==> config.mk <==
export PLATFORM = sky130hd
export DESIGN_NAME = rr_arbiter_8
export DESIGN_NICKNAME = d
export VERILOG_FILES = /design/src/rtl/rr_arbiter_8.sv
export SDC_FILE = /design/constraint.sdc
export NUM_CORES = 1
export LEC_CHECK = 0
export CAP_MARGIN = 20
export CORE_UTILIZATION = 51
export CTS_CLUSTER_DIAMETER = 150
export DETAILED_ROUTE_END_ITERATION = 16
export PLACE_DENSITY = 0.76
export SKIP_CTS_REPAIR_TIMING = 1
export SLEW_MARGIN = 30
export SYNTH_ARGS = -nofsm -noshare
export SYNTH_HDL_FRONTEND = slang
export SYNTH_SLANG_ARGS = --single-unit
==> constraint.sdc <==
create_clock -name clk -period 3.2 [get_ports clk]
set_input_delay 0.48 -clock clk [delete_from_list [all_inputs] [get_ports clk]]
set_output_delay 0.48 -clock clk [all_outputs]
set_load 0.01 [all_outputs]
==> src/rtl/rr_arbiter_8.sv <==
// rr_arbiter_8: 8-way round-robin arbiter with bounded grant hold and a one-cycle gap between owners
// Ports:
//   clk     - clock, all state updates on the rising edge
//   rst_n   - asynchronous active-low reset
//   req     - per-requester request bits
//   gnt     - registered one-hot grant, zero when nobody owns the resource
//   gnt_id  - index of the current or most recent owner
//   gnt_vld - high while a grant is active
//   timeout - one-cycle pulse in the gap that follows a hold-limit revocation
module rr_arbiter_8 #(
  parameter int MAX_HOLD = 16
) (
  input  logic       clk,
  input  logic       rst_n,
  input  logic [7:0] req,
  output logic [7:0] gnt,
  output logic [2:0] gnt_id,
  output logic       gnt_vld,
  output logic       timeout
);
  typedef enum logic [1:0] {IDLE, GRANT, GAP} state_t;
  localparam logic [7:0] HOLD_MAX = 8'(MAX_HOLD - 1);
  state_t state, state_nx;
  logic [2:0] ptr, ptr_nx, id_nx, win;
  logic [7:0] cnt, cnt_nx;
  logic vld_nx, to_nx;
  // descending scan so the closest requester at or after ptr is the last one written
  always_comb begin
    win = ptr;
    for (int k = 7; k >= 0; k--)
      if (req[ptr + 3'(k)]) win = ptr + 3'(k);
  end
  always_comb begin
    state_nx = state;
    ptr_nx = ptr;
    id_nx = gnt_id;
    cnt_nx = cnt;
    vld_nx = 1'b0;
    to_nx = 1'b0;
    if (state == GRANT) begin
      if (!req[gnt_id] || cnt == HOLD_MAX) begin
        state_nx = GAP;
        ptr_nx = gnt_id + 3'd1;
        to_nx = req[gnt_id];
      end else begin
        cnt_nx = cnt + 8'd1;
        vld_nx = 1'b1;
      end
    end else if (|req) begin
      state_nx = GRANT;
      id_nx = win;
      cnt_nx = 8'd0;
      vld_nx = 1'b1;
    end else begin
      state_nx = IDLE;
    end
  end
  always_ff @(posedge clk or negedge rst_n) begin
    if (!rst_n) begin
      state <= IDLE;
      ptr <= 3'd0;
      cnt <= 8'd0;
      gnt <= 8'h00;
      gnt_id <= 3'd0;
      gnt_vld <= 1'b0;
      timeout <= 1'b0;
    end else begin
      state <= state_nx;
      ptr <= ptr_nx;
      cnt <= cnt_nx;
      gnt <= vld_nx ? 8'b1 << id_nx : 8'h00;
      gnt_id <= id_nx;
      gnt_vld <= vld_nx;
      timeout <= to_nx;
    end
  end
endmodule

Yosys cells after proc, flatten, opt, wreduce, memory -nomap -nowiden
Cells that the tools add are included.

Register bits after elaboration: 26. Bits of input ports: 10. Output and inout bits: 13. Word-level logic and storage cells: 76.

Add/sub/neg operators: 9. Magnitude comparators: 9. Eq/ne operators: 4. Shift-type cells: 1. Multiplexer cells: 40. Reduce and logical (&&, ||, !) cells: 6.

Operators by type and width (count): 3-bit by 4-bit less-than comparator with 1-bit output (second input constant) (9); 8-bit 2-to-1 mux (4); 3-bit 2-to-1 mux (10); 1-bit binary-select mux with 3-bit select (9); 1-bit 2-to-1 mux (15); 3-bit adder (second input constant) (4); 8-bit by 1-bit adder with 8-bit output (second input constant) (1); 8-bit by 4-bit == test with 1-bit output (second input constant) (1); 8-bit OR reduction (1); 1-bit by 3-bit << shifter with 8-bit output (first input constant) (1); 3-bit by 1-bit adder with 3-bit output (second input constant) (2); 3-bit by 2-bit adder with 3-bit output (second input constant) (2); 2-bit 2-to-1 mux (2); 2-bit AND reduction (2); 2-bit by 1-bit == test with 1-bit output (second input constant) (1); 2-bit by 1-bit inequality test with 1-bit output (second input constant) (1); 2-bit inequality test (second input constant) (1); 2-bit nonzero test (1); 1-bit logical NOT (1); 1-bit logical OR (1).

Longest topological paths before layout
Word-level depth: 15. Gate-level depth with buffers: 13. Mapped depth without buffers: 10.

Worst setup path after synthesis
No wires, ideal clock.

Path type: register to register. From: register ptr[1]. To: register gnt[7]. Setup time: 0.088 ns. Arrival: 3.225 ns. Data required time: 3.112 ns. Setup slack: -0.113 ns. Cell stages (with the launch flop): 12. Path buffers: 3. Clock period less this slack: 3.313 ns. Cell sequence: dfrtp_1 -> buf_2 -> clkinv_1 -> ha_1 -> clkbuf_1 -> buf_2 -> mux4_2 -> mux2_4 -> o31ai_2 -> mux2i_1 -> or3_4 -> nor3b_1.

Word-level cells in the longest chain between the ends: 15. Elaborated cells on any way between the ends: 35. Classes of those cells: add/sub (7); shift (1); mux (27).

Ends and longest elaborated chain: start: declaration (RTL line 24) `logic [2:0] ptr, ptr_nx, id_nx, win;`; start signal: assignment (RTL line 69) `ptr <= ptr_nx;`; 3-bit adder (RTL line 31) `if (req[ptr + 3'(k)]) win = ptr + 3'(k);`; 1-bit binary-select mux with 3-bit select (RTL line 31); 1-bit 2-to-1 mux (implied by the code) (RTL line 31); 3-bit 2-to-1 mux (7 in a row) (RTL line 31); 3-bit 2-to-1 mux * (RTL line 31); 3-bit 2-to-1 mux * (RTL line 49) `end else if (|req) begin`; 3-bit 2-to-1 mux * (RTL line 40) `if (state == GRANT) begin`; 1-bit by 3-bit << shifter with 8-bit output * (RTL line 71) `gnt <= vld_nx ? 8'b1 << id_nx : 8'h00;`; 8-bit 2-to-1 mux * (RTL line 71); end signal: assignment (RTL line 71); end: declaration (RTL line 16) `output logic [7:0] gnt,`.

Every way passes the cells marked *; elsewhere a longest branch is shown, timed or not. The select of a mux whose other input is x is not followed. A chain may end at the register's enable or synchronous reset.

Final worst setup path
Ends and elaborated chain as after synthesis.

==> metrics.txt <==
post-synth top area share 0.316; CP Class register to register; setup TNS 0 ns; status finished, final reports clean; Final Skew 0.00258 ns; core footprint 0.00377 mm²; worst endpoint required time between 3 and 4 ns; Reg2Reg Setup Slack 0.25 ns; post-synthesis async set-or-reset flop share 1.00; Clock Pin Slew Worst Setup and Hold Paths 0.09 ns; highest metal used met4; gpl congestion about 0.92; largest net degree at the start of global routing 27; R2R Path End gnt[7]$_DFF_PN0_; multi-input gate area in the final layout 0.00131 mm²; drt pass-1 iters 4; DR WL/cell about 17 µm; Avg Cell Area, Syn roughly 10 µm²; Hold EP timeout$_DFF_PN0_; P&R area growth vs syn 20.8%; Worst R2R Path Depth 8; count leader, synth dfrtp_1; worst-skew pair later-pin latency roughly 0.28 ns; Post-synth EDFFs 0; Yosys warning count 0; Top delay family on crit path multiplexers; Die Area 0.00430 mm²; RSZ-0062 raised after global routing false; Crit-path slowest cell ha_1; Max-cap violations 0; PnR Total Power roughly 2900 µW; final hold vios 0; critical-path cell list clkinv_1 > ha_1 > mux4_2 > mux2_4 > o31ai_2 > mux2i_1 > or3_4 > nor3b_1; fmax around 340 MHz; 1st-iter DRT viols 102; #FFs+latches synth 26; Critical Path AT between 3 and 4 ns; die width about 66 µm; kind of end point of the critical path register; # H-tree levels 1; Initial Utilization 0.547; Fillers about 290; total CTS buffers 3; # port buffers 22; final worst path period need 2.95 ns; Critical Path Max Stage Delay between 0.5 and 0.6 ns; leakage power ~0.0011 µW; maximum VDD drop about 0.00074 V; Gate Count Post-Synth 206; endpoints failing setup 0; Non-Filler Instances approximately 290; GRT Util Overall 0.239; layout cells sized above 1 0.211; Die Ht 65.6 µm; fin nets between 200 and 300; Min-Delay Path Class register to register; met3 routed WL a little over 200 µm; Detailed Place HPWL 3630 µm; sequential area share after synthesis 0.316; vias in the first global route between 1500 and 2000; Metal-1 WL about 2100 µm; synthesized net count 220; hold path depth 2; r2r startpoint ptr[1]$_DFFE_PN0P_; slew margin rel. 0.527; TritonCTS clock tree yes; period utilization 0.922; CTS Root Cell clkbuf_8; Max Slew Vio Count 0; worst-path maximum fanout 10; post-layout util 0.661; antenna violations before repair 0; Antenna Nets Post-Route 0; total grt overflow 0; Synth cell types 48; global-route wire length before repair 7600 µm; largest cells by area after synthesis dfrtp_1 (32%), mux4_2 (15%), mux2i_1 (7.8%), xor2_1 (3.8%), nor2_1 (3.1%); Post-route DRC 0; clk sinks 26; Rows 22; Antenna Cells 0; Post-Place Cells ~280; # IOs 23; worst-margin pin slew a little over 0.7 ns; largest area contributor in the netlist dfrtp_1; register area approximately 650 µm²; clock tree buffer depth 2; Synth Flop Type dfrtp_1; number of buffers and inverters on the critical path 1; CP Launch Type register; final WL 4720 µm; Met2 Wirelength around 2300 µm; top post-synthesis cells by count dfrtp_1 (26), nor2_1 (17), mux2i_1 (16), mux4_2 (14), nand2_1 (13); Via density a little over 6; worst hold start state[1]$_DFFE_PN0P_; vias post-DR roughly 1700; Synth Cell Area 0.00206 mm²; pwr/cell area 1160 mW/mm²
[registers in the layout, summed over array words and instances (netlist names)]
signal,cells
gnt,8
ptr,3
state,2
gnt_vld,1
gnt_id,3
cnt,8
timeout,1
[power breakdown]
| part | internal, µW | switching, µW |
|---|---|---|
| clock | 168 | 103 |
| combinational | 994 | 1100 |
| sequential | 430 | 100 |
[metrics by stage]
step / worst slack [ns] / hold slack, ns / area, µm²
detailed placement: 0.109 / 0.537 / 2420
finish: 0.250 / 0.553 / 2490
global route: 0.150 / 0.591 / 2490
CTS: 0.276 / 0.550 / 2490
floorplan: 0.00598 / 0.184 / 2060
global placement: 0.165 / 0.528 / 2420
[cell usage in the layout (no fill, tap or decap), types with 8 or more instances in the layout]
master | synthesis | layout
dfrtp_1 | 26 | 26
clkdlybuf4s50_1 | 0 | 22
buf_4 | 0 | 19
nor2_1 | 17 | 17
mux2i_1 | 16 | 16
mux4_2 | 14 | 14
nand2_1 | 13 | 13
nand3_1 | 9 | 9
xor2_1 | 9 | 9
inv_1 | 8 | 8
[kinds of logic (layout without fill, tap and decap cells)]
family | after synthesis | count (layout) | share of synthesized area
and+or+nand+nor | 74 | 74 | 0.192
adders and majority gates | 4 | 4 | 0.0243
muxes | 36 | 36 | 0.272
xor gates and xnor gates | 10 | 10 | 0.0425
AOI/OAI and AO/OA | 32 | 32 | 0.104
buffers and inverters | 24 | 55 | 0.0498
DFF | 26 | 26 | 0.316
[metal layers]
metal  up-vias  GRT usage
met3         6     0.0330
met5         -          0
met4         0     0.0815
met2        57      0.371
li1        829          -
met1       855      0.340
[cell type report]
class | count | share of cell area
clock buffers | 3 | 0.0166
clock inverters | 1 | 0.0121
inverters | 10 | 0.0151
multi-input cells | 156 | 0.525
flip-flops and latches | 26 | 0.261
well taps | 48 | 0.0241
repair buffers | 41 | 0.146
[worst max-delay path by stage]
stage	startpoint	endpoint	slack, ns	cells after the start
final	ptr[1]$_DFFE_PN0P_	gnt[7]$_DFF_PN0_	0.25	8
after global routing	ptr[1]$_DFFE_PN0P_	gnt[7]$_DFF_PN0_	0.15	8
after CTS	ptr[1]$_DFFE_PN0P_	gnt[7]$_DFF_PN0_	0.28	8
after detailed placement	req[4]	gnt[7]$_DFF_PN0_	0.11	8
after global placement	req[6]	gnt[7]$_DFF_PN0_	0.17	8
after floorplan	ptr[1]$_DFFE_PN0P_	gnt[7]$_DFF_PN0_	0.006	11
[worst min-delay path, cell delays in order, from the launching register on]
cell	delay, ns
dfrtp_1	0.34
nand2b_1	0.12
nor3b_1	0.05
Power figures use the tool's default switching activity.
